--- src/rtl/vga_timing_ctrl.sv ---
// ----------------------------------------------------------------------------
// vga_timing_ctrl
//   Run-time mode-change sequencer for the VESA timing core. A host fills a
//   shadow bank of timing registers. On commit the bank is validated. The
//   sequencer then waits for the end of the current frame, holds the core in
//   reset, applies the new timing to the core's static inputs and releases
//   reset, so the core restarts cleanly in the new mode.
//
// Ports
//   pxl_clk, pxl_rst_n      pixel clock, async active-low reset
//   cfg_wr/addr/wdata       shadow register write port
//                           addr 0..7 = timing, addr 8 = {vsync_pol, hsync_pol}
//   cfg_commit              request to apply the shadow bank (one-cycle pulse)
//   cfg_busy                mode change in progress
//   cfg_err                 one-cycle pulse: bad address, invalid bank, or
//                           access attempted while busy
//   vsync_in                vsync from the timing core (pxl_clk domain)
//   hoz_* / vert_* / *_pol  active timing to the core (static while it runs)
//   core_rst                registered active-high reset to the timing core
//
// State table
//   ST_RUN        | core running; shadow bank writable; commit accepted
//   ST_WAIT_FRAME | commit accepted; waiting for a vsync active edge or timeout
//   ST_HOLD       | core held in reset with the new timing for RST_CYCLES
// ----------------------------------------------------------------------------
module vga_timing_ctrl #(
  parameter int unsigned RST_CYCLES    = 16,
  parameter int unsigned FRAME_TIMEOUT = 2000000,
  parameter logic [31:0] DEF_HRES      = 32'd640,
  parameter logic [31:0] DEF_HFP       = 32'd16,
  parameter logic [31:0] DEF_HBP       = 32'd48,
  parameter logic [31:0] DEF_HSW       = 32'd96,
  parameter logic [31:0] DEF_VRES      = 32'd480,
  parameter logic [31:0] DEF_VFP       = 32'd10,
  parameter logic [31:0] DEF_VBP       = 32'd33,
  parameter logic [31:0] DEF_VSW       = 32'd2,
  parameter logic        DEF_HPOL      = 1'b0,
  parameter logic        DEF_VPOL      = 1'b0
) (
  input  logic        pxl_clk,
  input  logic        pxl_rst_n,
  input  logic        cfg_wr,
  input  logic [3:0]  cfg_addr,
  input  logic [31:0] cfg_wdata,
  input  logic        cfg_commit,
  output logic        cfg_busy,
  output logic        cfg_err,
  input  logic        vsync_in,
  output logic [31:0] hoz_res,
  output logic [31:0] hoz_front,
  output logic [31:0] hoz_back,
  output logic [31:0] hoz_sync_len,
  output logic [31:0] vert_res,
  output logic [31:0] vert_front,
  output logic [31:0] vert_back,
  output logic [31:0] vert_sync_len,
  output logic        hsync_pol,
  output logic        vsync_pol,
  output logic        core_rst
);

  typedef enum logic [1:0] {
    ST_RUN        = 2'd0,
    ST_WAIT_FRAME = 2'd1,
    ST_HOLD       = 2'd2
  } state_t;

  // Bank index 0 is hoz_res, matching the register address map.
  localparam logic [7:0][31:0] DEF_TIMING = {DEF_VSW, DEF_VBP, DEF_VFP, DEF_VRES,
                                             DEF_HSW, DEF_HBP, DEF_HFP, DEF_HRES};
  localparam logic [1:0]       DEF_POL    = {DEF_VPOL, DEF_HPOL};
  localparam logic [31:0]      TMO_LAST   = 32'(FRAME_TIMEOUT - 1);
  localparam logic [7:0]       HOLD_LAST  = 8'(RST_CYCLES - 1);

  state_t            state_q, state_d;
  logic [7:0][31:0]  shadow_q, shadow_d;
  logic [7:0][31:0]  act_q, act_d;
  logic [1:0]        shadow_pol_q, shadow_pol_d;
  logic [1:0]        act_pol_q, act_pol_d;
  logic [7:0]        hold_cnt_q, hold_cnt_d;
  logic [31:0]       tmo_cnt_q, tmo_cnt_d;
  logic              core_rst_q, core_rst_d;
  logic              busy_q, busy_d;
  logic              err_q, err_d;
  logic              vsync_q, vsync_prev_q;
  logic              frame_edge;

  // Frame boundary: registered vsync just entered the currently active level.
  assign frame_edge = (vsync_q == act_pol_q[1]) && (vsync_prev_q != act_pol_q[1]);

  always_comb begin
    state_d      = state_q;
    shadow_d     = shadow_q;
    shadow_pol_d = shadow_pol_q;
    act_d        = act_q;
    act_pol_d    = act_pol_q;
    hold_cnt_d   = hold_cnt_q;
    tmo_cnt_d    = tmo_cnt_q;
    core_rst_d   = core_rst_q;
    busy_d       = busy_q;
    err_d        = 1'b0;

    case (state_q)
      ST_RUN: begin
        core_rst_d = 1'b0;
        busy_d     = 1'b0;
        if (cfg_wr) begin
          if (cfg_addr <= 4'd7) begin
            shadow_d[cfg_addr[2:0]] = cfg_wdata;
          end else if (cfg_addr == 4'd8) begin
            shadow_pol_d = cfg_wdata[1:0];
          end else begin
            err_d = 1'b1;
          end
        end
        // Validation looks at the bank including a write in the same cycle.
        if (cfg_commit) begin
          if ((shadow_d[0] != 32'd0) && (shadow_d[3] != 32'd0) &&
              (shadow_d[4] != 32'd0) && (shadow_d[7] != 32'd0)) begin
            state_d   = ST_WAIT_FRAME;
            busy_d    = 1'b1;
            tmo_cnt_d = 32'd0;
          end else begin
            err_d = 1'b1;
          end
        end
      end

      ST_WAIT_FRAME: begin
        busy_d = 1'b1;
        if (cfg_wr || cfg_commit) err_d = 1'b1;
        if (tmo_cnt_q != 32'hFFFF_FFFF) tmo_cnt_d = tmo_cnt_q + 32'd1;
        if (frame_edge || (tmo_cnt_q >= TMO_LAST)) begin
          // New timing reaches the core only together with its reset.
          state_d    = ST_HOLD;
          act_d      = shadow_q;
          act_pol_d  = shadow_pol_q;
          core_rst_d = 1'b1;
          hold_cnt_d = 8'd0;
        end
      end

      ST_HOLD: begin
        core_rst_d = 1'b1;
        busy_d     = 1'b1;
        if (cfg_wr || cfg_commit) err_d = 1'b1;
        if (hold_cnt_q >= HOLD_LAST) begin
          state_d    = ST_RUN;
          core_rst_d = 1'b0;
          busy_d     = 1'b0;
        end else if (hold_cnt_q != 8'hFF) begin
          hold_cnt_d = hold_cnt_q + 8'd1;
        end
      end

      default: begin
        state_d    = ST_HOLD;
        core_rst_d = 1'b1;
        busy_d     = 1'b1;
        hold_cnt_d = 8'd0;
      end
    endcase
  end

  always_ff @(posedge pxl_clk or negedge pxl_rst_n) begin
    if (!pxl_rst_n) begin
      state_q      <= ST_HOLD;
      shadow_q     <= DEF_TIMING;
      shadow_pol_q <= DEF_POL;
      act_q        <= DEF_TIMING;
      act_pol_q    <= DEF_POL;
      hold_cnt_q   <= 8'd0;
      tmo_cnt_q    <= 32'd0;
      core_rst_q   <= 1'b1;
      busy_q       <= 1'b1;
      err_q        <= 1'b0;
      vsync_q      <= 1'b0;
      vsync_prev_q <= 1'b0;
    end else begin
      state_q      <= state_d;
      shadow_q     <= shadow_d;
      shadow_pol_q <= shadow_pol_d;
      act_q        <= act_d;
      act_pol_q    <= act_pol_d;
      hold_cnt_q   <= hold_cnt_d;
      tmo_cnt_q    <= tmo_cnt_d;
      core_rst_q   <= core_rst_d;
      busy_q       <= busy_d;
      err_q        <= err_d;
      vsync_q      <= vsync_in;
      vsync_prev_q <= vsync_q;
    end
  end

  assign hoz_res       = act_q[0];
  assign hoz_front     = act_q[1];
  assign hoz_back      = act_q[2];
  assign hoz_sync_len  = act_q[3];
  assign vert_res      = act_q[4];
  assign vert_front    = act_q[5];
  assign vert_back     = act_q[6];
  assign vert_sync_len = act_q[7];
  assign hsync_pol     = act_pol_q[0];
  assign vsync_pol     = act_pol_q[1];
  assign core_rst      = core_rst_q;
  assign cfg_busy      = busy_q;
  assign cfg_err       = err_q;

endmodule

--- config.mk ---
export PLATFORM = sky130hd
export DESIGN_NAME = vga_timing_ctrl
export DESIGN_NICKNAME = d
export VERILOG_FILES = /design/src/rtl/vga_timing_ctrl.sv
export SDC_FILE = /design/constraint.sdc
export NUM_CORES = 1
export LEC_CHECK = 0
export ABC_AREA = 1
export CAP_MARGIN = 20
export CORE_MARGIN = 4
export CORE_UTILIZATION = 40
export CTS_BUF_LIST = sky130_fd_sc_hd__clkbuf_16
export DETAILED_ROUTE_END_ITERATION = 7
export SETUP_SLACK_MARGIN = 0.4
export SLEW_MARGIN = 20
export SYNTH_ARGS = -nofsm -noshare
export SYNTH_HDL_FRONTEND = slang
export SYNTH_SLANG_ARGS = --single-unit
--- constraint.sdc ---
create_clock -name pxl_clk -period 2.05 [get_ports pxl_clk]
set_input_delay 0.41 -clock pxl_clk [delete_from_list [all_inputs] [get_ports pxl_clk]]
set_output_delay 0.41 -clock pxl_clk [all_outputs]
set_load 0.03 [all_outputs]
# [Word level (Yosys, flattened, before mapping)]
# Cells that the tools add are included.
[totals] input_bits=41 output_inout_bits=261 word_cells=103 regBits=563
[classes] addsub=2 eq_ne=16 reduce_logical=20 muxes=32 bitwise_logic=2 order_cmp=5
[ops] op="two-way mux 256 bit" count=3
[ops] op="bitwise mux 256 bit" count=1
[ops] op="two-way mux 32 bit" count=4
[ops] op="nonzero test 32 bit" count=4
[ops] op="demux 32 bit (select 3 bit)" count=1
[ops] op="case mux 32 bit (2 select lines)" count=1
[ops] op="adder 32 x 1 -> 32 bit (second input constant)" count=1
[ops] op=">= comparator 32 x 21 -> 1 bit (second input constant)" count=1
[ops] op="inequality test 32 bit (second input constant)" count=1
[ops] op="two-way mux 8 bit" count=3
[ops] op="case mux 8 bit (3 select lines)" count=1
[ops] op="inequality test 2 bit (second input constant)" count=9
[ops] op="AND reduction 4 bit" count=4
[ops] op="two-way mux 1 bit" count=10
[ops] op="adder 8 x 1 -> 8 bit (second input constant)" count=1
[ops] op=">= comparator 8 x 4 -> 1 bit (second input constant)" count=1
[ops] op="two-way mux 2 bit" count=4
[ops] op="inequality test 8 bit (second input constant)" count=1
[ops] op="case mux 2 bit (3 select lines)" count=1
[ops] op="logical AND 1 bit" count=5
[ops] op="equality test 4 bit (second input constant)" count=1
[ops] op="less-or-equal comparator 4 x 3 -> 1 bit (second input constant)" count=1
[ops] op="less-than comparator 3 x 4 -> 1 bit (second input constant)" count=1
[ops] op="case mux 1 bit (2 select lines)" count=2
[ops] op="13 further kinds" count=15

# [Longest topological paths before layout]
# Gate-level depths: netlist of run 1.
[depth] ltp_word=15 depth_mapped=19 depth_no_buf=17

# [Worst setup path before layout of run 1]
# OpenSTA, ideal clock, no wires.
[synth_path] path_type="register to register" from="register tmo_cnt_q[0]" to="register act_q (netlist bit hoz_back[0])" path_buffers=2 setup_time_ps=125 t_arrival_ps=2090 slack_ps=-165 required_time_ps=1925 path_stages_with_launch=14 synth_period_minus_slack_ps=2215 path_cell_list="dfrtp_1 -> ha_1 -> nand2_1 -> inv_1 -> nand2_1 -> nor2_1 -> nand2_1 -> a21oi_1 -> o21ai_0 -> nand2_1 -> nand2_1 -> buf_2 -> buf_2 -> mux2_2"
[synth_between] elab_chain_len=3
[synth_lines] element="start, declared" line="81" text="logic [31:0] tmo_cnt_q, tmo_cnt_d;"
[synth_lines] element="start signal, assigned" line="186" text="tmo_cnt_q <= tmo_cnt_d;"
[synth_lines] element=">= comparator 32 x 21 -> 1 bit" line="133" text="if (frame_edge || (tmo_cnt_q >= TMO_LAST)) begin"
[synth_lines] element="logical OR 1 bit" line="133"
[synth_lines] element="AND reduction 2 bit (no line)"
[synth_lines] element="end signal, assigned" line="183" text="act_q <= act_d;"
[synth_lines] element="end, declared" line="77" text="logic [7:0][31:0] act_q, act_d;"
# No other way between the ends.
# A chain may end at the register's enable or synchronous reset.

# [Final worst setup path of run 1]
[layout_path] from="input cfg_addr[3]" to="register tmo_cnt_q[15]"
[layout_between] elab_chain_len=10 elab_cells_between_ends=13 classes_between="order compare: 1; eq/ne: 1; mux: 3; reduce/logical: 8"
[layout_lines] element="start, declared" line="43" text="input logic [3:0] cfg_addr,"
[layout_lines] element="less-or-equal comparator 4 x 3 -> 1 bit (*)" line="108" text="if (cfg_addr <= 4'd7) begin"
[layout_lines] element="two-way mux 256 bit (*)" line="108"
[layout_lines] element="two-way mux 256 bit (*)" line="107" text="if (cfg_wr) begin"
[layout_lines] element="two-way mux 256 bit (*)" line="103" text="case (state_q)"
[layout_lines] element="nonzero test 32 bit" line="118" text="if ((shadow_d[0] != 32'd0) && (shadow_d[3] != 32'd0) &&"
[layout_lines] element="logical AND 1 bit (2 in series)" line="118"
[layout_lines] element="logical AND 1 bit (*)" line="119" text="(shadow_d[4] != 32'd0) && (shadow_d[7] != 32'd0)) begin"
[layout_lines] element="inequality test 2 bit (no line) (*)"
[layout_lines] element="AND reduction 4 bit (no line) (*)"
# Every way passes the cells marked *; elsewhere a longest branch is shown, timed or not. The select of a mux whose other input is x is not followed.

==> flow_metrics.env, run 1 <==
export IMPL_setup_ws_ps=-329
export IMPL_core_area_sq_mm=0.0592
export IMPL_mappedNetlistNets=2600
export IMPL_layout_cells_most_common="nand2_1"
export IMPL_io_pins=302
export IMPL_first_iter_violations=1602
export IMPL_vias=20700
export IMPL_avgRoutedWirePerCell_um=21.5
export IMPL_ant_nets=0
export IMPL_worstMarginPinSlew_ps=512
export IMPL_crit_required_ps=2560
export IMPL_yosys_register_bits=563
export IMPL_nets=3205
export IMPL_synthCells=2552
export IMPL_ys_seq_area_frac=0.587
export IMPL_critPathLaunchType="input port"
export IMPL_antenna_found_initial=2
export IMPL_rsz0062_at_grt="yes"
export IMPL_p_switching_mw=18.9
export IMPL_core_rowCount=89
export IMPL_clk_pin_slew_ps=60
export IMPL_fin_cells=3982
export IMPL_hold_viol=0
export IMPL_switching_share=0.392
export IMPL_yosys_area_top_type_share=0.549
export IMPL_synth_cell_type_count=35
export IMPL_fin_crit_sh=1.16
export IMPL_cp_max_fo=8
export IMPL_combPwrFrac=0.418
export IMPL_overflow=0
export IMPL_cap_violations=0
export IMPL_grt_pass1_vias=20300
export IMPL_violations="negative setup slack"
export IMPL_status="finished with violations"
export IMPL_crit_arrival_ps=2890
export IMPL_first_pass_iters=5
export IMPL_drc=0
export IMPL_die_y_um=253
export IMPL_clk_latency_ps=640
export IMPL_die_area_sq_mm=0.0641
export IMPL_hold_path_class="in2reg"
export IMPL_cts_tree="yes"
export IMPL_p_int_mw=29.2
export IMPL_worstSetupPathType="in2reg"
export IMPL_fin_crit_ps=2380
export IMPL_largest_reg_flops=256
export IMPL_area_growth_pct=48.5
export IMPL_h_tree_depth=2
export IMPL_clkPwrFrac=0.214
export IMPL_syn_area_sq_mm=0.0241
export IMPL_clock_path_buffers=3
export IMPL_crit_chain="buf_6, buf_8, buf_6, nor2_4, buf_6, nand3b_1, buf_6, nand2_1, nand2_1, nand2_1, nor2_1, nand2_1, nor2_1, nand2_2, nand2_2, buf_6, o21ai_4, nand3_4, buf_6, buf_12, nand2_4, nand2_2"
export IMPL_max_stage_delay_ps=200
export IMPL_cts_buffers=59
export IMPL_place_congestion=0.902
export IMPL_grt_first_pass_wirelength_um=124000
export IMPL_whs_ps=234
export IMPL_yosysTopAreaCell="dfrtp_1"
export IMPL_dieWidth_um=253
export IMPL_vdd_ir_drop_worst_mv=0.820
export IMPL_p_leak_nw=17.3
export IMPL_initial_core_util=0.406
export IMPL_dp_cells=3754
export IMPL_drive_gt1_frac=0.297
export IMPL_top_register="shadow_q"
export IMPL_endpoint_kind="flip-flop"
export IMPL_setup_viol=528
export IMPL_cts_root_buf="clkbuf_16"
export IMPL_cp_common_cell="buf_6"
export IMPL_power_density_mw_per_mm2=1350
export IMPL_vias_per_cell=5.19
export IMPL_slew_headroom=0.657
export IMPL_yosys_warnings=0
export IMPL_ys_top_cells_by_area="dfrtp_1 55%, nand2_1 13%, o21ai_0 7.8%"
export IMPL_grt_usage=0.252
export IMPL_syn_avg_cell_area_sq_um=9.43
export IMPL_dp_hpwl_um=54600
export IMPL_port_buffers=301
export IMPL_fmax_mhz=420
export IMPL_grt_max_degree=108
export IMPL_clock_sinks=563
export IMPL_routed_wl_um=85700
export IMPL_maxSlewViolCount=0
export IMPL_skew_ps=28.5
export IMPL_seqPwrFrac=0.368
export IMPL_final_cell_mix="698 x nand2_1, 524 x dfrtp_1, 292 x o21ai_0, 264 x clkdlybuf4s50_1, 203 x buf_4"
export IMPL_cp_slowest_cell="buf_6"
## power by group through the flow
stage	registers (mW)	logic, mW	clock network [mW]
2_1_floorplan	20.4	6.10	0
3_3_place_gp	17.3	16.6	0
3_5_place_dp	17.4	16.9	0
4_1_cts	17.4	18.1	10.5
5_1_grt	18.1	21.5	11.0
6_report	17.7	20.1	10.3
## stage by stage
stage / setup slack, ps / area, sq um / power (mW) / setup TNS [ps] / util
floorplan: 20.1 / 24200 / 26.5 / 0 / -
global placement: -999 / 30100 / 33.9 / -151820 / 0.509
detailed placement: -1070 / 30100 / 34.3 / -154220 / 0.509
CTS: -236 / 33700 / 46.0 / -63250 / 0.568
global route: -376 / 35700 / 50.5 / -99260 / 0.603
finish: -329 / 35700 / 48.1 / -69660 / 0.603
## path summary, 6_finish.rpt
check | depth (start not counted) | startpoint | slack [ps] | endpoint
min reg2reg | 0 | vsync_q | 420 | vsync_prev_q
max reg2reg | 16 | tmo_cnt_q[0] | -280 | vert_sync_len[30]
min in group asynchronous | 2 | pxl_rst_n | 280 | shadow_q[219]
max in group asynchronous | 4 | pxl_rst_n | 900 | shadow_q[161]
max | 22 | cfg_addr[3] | -330 | tmo_cnt_q[15]
min | 1 | vsync_in | 230 | vsync_q
## area by class of cell
type,instances,area [sq um]
clock buffer,59,1480
tap,773,967
antenna,2,5.00
multi-input combinational,1689,10200
inverter,172,682
timing repair buffer,672,7860
fill,4813,23500
clock inverter,52,364
sequential,563,14100
## Yosys cell counts
| library cell | instances |
|---|---|
| nand3b_1 | 1 |
| nand2_2 | 3 |
| a22oi_1 | 1 |
| nand3_1 | 63 |
| o41ai_1 | 1 |
| nor3b_1 | 2 |
| buf_4 | 10 |
| o21bai_1 | 1 |
| a21oi_1 | 4 |
| buf_1 | 3 |
| nand3_4 | 2 |
| or2_2 | 2 |
| nand4_1 | 13 |
| nor2_1 | 104 |
| nor4_1 | 14 |
| ha_1 | 7 |
| buf_2 | 40 |
| nor2_2 | 3 |
| nand2_4 | 1 |
| nand3_2 | 21 |
| o21ai_0 | 375 |
| clkbuf_1 | 73 |
| nand2_1 | 821 |
| xnor2_1 | 13 |
| buf_6 | 4 |
| o21a_1 | 2 |
| o21ai_1 | 38 |
| inv_2 | 5 |
| dfstp_2 | 35 |
| xor2_1 | 13 |
| nor3_1 | 16 |
| nor2_4 | 3 |
| inv_1 | 167 |
| mux2_2 | 163 |
| dfrtp_1 | 528 |
## kinds of logic (layout without fill, tap and decap cells)
| family | Yosys count | after routing | synth area share |
|---|---|---|---|
| flip-flops | 563 | 563 | 0.587 |
| AO/OA/AOI/OAI | 422 | 422 | 0.0884 |
| adder cells (fa/ha/maj) | 7 | 7 | 0.00364 |
| multiplexers | 163 | 163 | 0.0763 |
| other | 0 | 2 | 0 |
| XOR/XNOR | 26 | 26 | 0.00946 |
| AND/OR/NAND/NOR | 1069 | 1071 | 0.183 |
| buffers and inverters | 302 | 955 | 0.0520 |
## per-layer routing
metal  track usage  part of all wire  up-vias
met3        0.0390             0.054      175
li1              -                 -     9508
met4         0.120             0.049        0
met5             0                 0        -
met1         0.340              0.42    10300
met2         0.403              0.47      709
## repair_timing
item	in CTS	in global routing
pin swaps	20	31
resized for setup	272	461
setup endpoints to repair	820	821
endpoints found under the hold margin	26	0
hold buffers	1	0
setup buffers	48	16
cloned	28	22
## worst max-delay path, delay by kind of cell
| kind | cells | cell delay [ps] |
|---|---|---|
| compound gates | 1 | 190 |
| buf+inv | 8 | 1090 |
| simple gates | 13 | 1180 |
Note: power is estimated with default switching activity, not from simulation.
==> run 2, diff against run 1 <==
- HOLD_SLACK_MARGIN: default -> 0.06
==> results of run 2 <==
Final layout, timing and power as in run 1 (identical DEF).
==> run 3, diff against run 2 <==
- ABC_AREA: 1 -> default
==> run 3 against run 2 <==
Compared with the run above:
- the flow still finishes with violations (negative setup slack)
- area after synthesis down 7.5%
- largest power group unchanged
- highest routed layer is now met5
- core utilization down 1.6 points
- worst hold slack better by 11 ps
==> flow_metrics.env, run 3 <==
export IMPL_dp_hpwl_um=43800
export IMPL_r2r_cells=10
export IMPL_cp_max_fo=11
export IMPL_syn_avg_cell_area_sq_um=15.2
export IMPL_ant_nets=0
export IMPL_yosys_register_bits=563
export IMPL_initial_core_util=0.404
export IMPL_placed_area_sq_mm=0.0288
export IMPL_grt_usage=0.221
export IMPL_clock_path_buffers=3
export IMPL_p_leak_nw=15.4
export IMPL_synthCells=1463
export IMPL_worstMarginPinSlew_ps=641
export IMPL_cts_root_buf="clkbuf_16"
export IMPL_synthFlopType="dfrtp_1"
export IMPL_clk_latency_ps=620
export IMPL_slew_headroom=0.572
export IMPL_maxSlewViolCount=0
export IMPL_reg2reg_to="vert_front[19]"
export IMPL_fmax_mhz=381
export IMPL_r2r_slack_ps=-570
export IMPL_drive_gt1_frac=0.505
export IMPL_vias=15100
export IMPL_synth_cell_type_count=47
export IMPL_area_growth_pct=45.4
export IMPL_cts_buffers=60
export IMPL_skew_ps=23.4
export IMPL_largest_reg_flops=256
export IMPL_core_area_sq_mm=0.0551
export IMPL_yosys_area_top_type_share=0.594
export IMPL_clock_sinks=563
export IMPL_yosysTopAreaCell="dfrtp_1"
export IMPL_cts_tree="yes"
export IMPL_fin_crit_ps=2620
export IMPL_endpoint_kind="flip-flop"
export IMPL_setup_ws_ps=-573
export IMPL_worstSetupPathType="reg2reg"
export IMPL_port_buffers=301
export IMPL_r2r_start="tmo_cnt_q[14]"
export IMPL_avgRoutedWirePerCell_um=23.4
export IMPL_synth_edff_count=0
export IMPL_setup_viol=505
export IMPL_rsz0062_at_grt="yes"
export IMPL_vdd_ir_drop_worst_mv=0.904
export IMPL_clk_pin_slew_ps=60
export IMPL_synthArstFlopShare=1.00
export IMPL_first_iter_violations=757
export IMPL_mappedNetlistNets=1511
export IMPL_final_cell_mix="528 x dfrtp_1, 404 x mux2_2, 300 x clkdlybuf4s50_1, 248 x buf_4, 114 x mux2_4"
export IMPL_startpoint="tmo_cnt_q[14]"
export IMPL_yosys_warnings=0
export IMPL_overflow=0
export IMPL_crit_required_ps=2540
export IMPL_routed_wl_um=67700
export IMPL_antenna_found_initial=6
export IMPL_grt_first_pass_wirelength_um=101000
export IMPL_power_density_mw_per_mm2=1530
export IMPL_die_y_um=244
export IMPL_die_area_sq_mm=0.0595
export IMPL_nets=2139
export IMPL_status="finished with violations"
export IMPL_io_pins=302
export IMPL_h_tree_depth=2
export IMPL_fin_crit_sh=1.28
export IMPL_layout_cells_most_common="dfrtp_1"
export IMPL_ys_seq_area_frac=0.635
export IMPL_drc=0
export IMPL_synth_most_common_cell="dfrtp_1"
export IMPL_tns_ps=-152830
export IMPL_hold_path_class="in2async"
export IMPL_synth_commonest_cells="528 x dfrtp_1, 517 x mux2_2, 42 x nor4_1"
export IMPL_crit_arrival_ps=3110
export IMPL_violations="negative setup slack"
export IMPL_n_fill_cell=4353
export IMPL_cap_violations=0
export IMPL_ys_top_cells_by_area="dfrtp_1 59%, mux2_2 26%, dfstp_2 4.1%"
export IMPL_total_power_mw=49.4
export IMPL_dieWidth_um=244
export IMPL_top_register="shadow_q"
export IMPL_critPathLaunchType="flip-flop"
export IMPL_place_congestion=0.841
export IMPL_syn_area_sq_mm=0.0223
export IMPL_vias_per_cell=5.22
export IMPL_first_pass_iters=7
export IMPL_hold_viol=0
export IMPL_final_cell_area_sq_mm=0.0324
export IMPL_grt_pass1_vias=16200
export IMPL_grt_max_degree=88
export IMPL_core_rowCount=86
==> run 3: changes by cell type after synthesis, sizes merged, moves of 63 or more <==
| cell | delta |
|---|---|
| nor2 | -91 |
| nand2 | -806 |
| o21ai | -378 |
| inv | -167 |
| mux2 | +355 |
| nand3 | -63 |
==> run 3: final cells by class <==
| class | count | area (sq um) | area share |
|---|---|---|---|
| timing repair buffer | 637 | 6630 | 0.205 |
| antenna | 6 | 15.0 | 0.000464 |
| clock inverter | 51 | 337 | 0.0104 |
| sequential | 563 | 14100 | 0.437 |
| tap | 748 | 936 | 0.0289 |
| inverter | 5 | 21.3 | 0.000657 |
| multi-input combinational | 824 | 8730 | 0.270 |
| clock buffer | 62 | 1550 | 0.0480 |
==> run 3: logic make-up (layout without fill, tap and decap cells) <==
| family | count (synthesis) | count (layout) | share of synthesized area |
|---|---|---|---|
| muxes | 518 | 518 | 0.262 |
| other | 0 | 6 | 0 |
| buffers and inverters | 76 | 755 | 0.0190 |
| DFF | 563 | 563 | 0.635 |
| and+or+nand+nor | 207 | 207 | 0.0546 |
| xor gates and xnor gates | 2 | 2 | 0.000787 |
| adders and majority gates | 7 | 7 | 0.00394 |
| AOI/OAI and AO/OA | 90 | 90 | 0.0245 |
==> run 3: worst max path at each step <==
stage,slack [ps],to
6_report,-570,vert_front[19]
5_1_grt,-600,hoz_back[0]
4_1_cts,-530,vert_back[14]
3_5_place_dp,-1290,tmo_cnt_q[23]
3_3_place_gp,-1200,tmo_cnt_q[12]
2_1_floorplan,-250,hoz_sync_len[0]
==> run 3: per-stage QoR <==
stage / std cells / setup slack (ps) / util / hold slack, ps
2_1_floorplan: 1463 / -251 / - / 114
3_3_place_gp: 2724 / -1200 / 0.522 / 280
3_5_place_dp: 2724 / -1290 / 0.522 / 284
4_1_cts: 2870 / -533 / 0.571 / 218
5_1_grt: 2890 / -597 / 0.587 / 226
6_report: 2896 / -573 / 0.587 / 245
==> run 3: critical path, stage by stage (launching register included) <==
cell,delay [ps]
dfrtp_1,390
or4_4,560
a211oi_4,250
nor2_2,80
o31ai_4,220
buf_6,150
buf_12,100
buf_16,140
buf_12,110
buf_16,130
mux2_2,340
==> run 3: power breakdown <==
part / leakage, nW / internal (mW) / total (mW) / switching [mW]
registers: 7.40 / 15.9 / 18.9 / 2.93
clock network: 0.957 / 5.85 / 10.4 / 4.55
logic: 7.00 / 10.5 / 20.1 / 9.60
total: 15.4 / 32.3 / 49.4 / 17.1
==> run 3: per-layer routing <==
| metal | global-route usage | share of wire |
|---|---|---|
| met4 | 0.0569 | 0.023 |
| met5 | 0 | 0.00019 |
| met1 | 0.297 | 0.43 |
| met3 | 0.0580 | 0.066 |
| met2 | 0.360 | 0.48 |
==> run 3: timing repair <==
action                     4_1_cts  5_1_grt
buffers inserted                19       10
pin swaps                       26       47
cloned                          13       10
setup endpoints to repair      822      822
resized for setup               70      149
hold buffers                     1        0
hold endpoints to repair       278        0
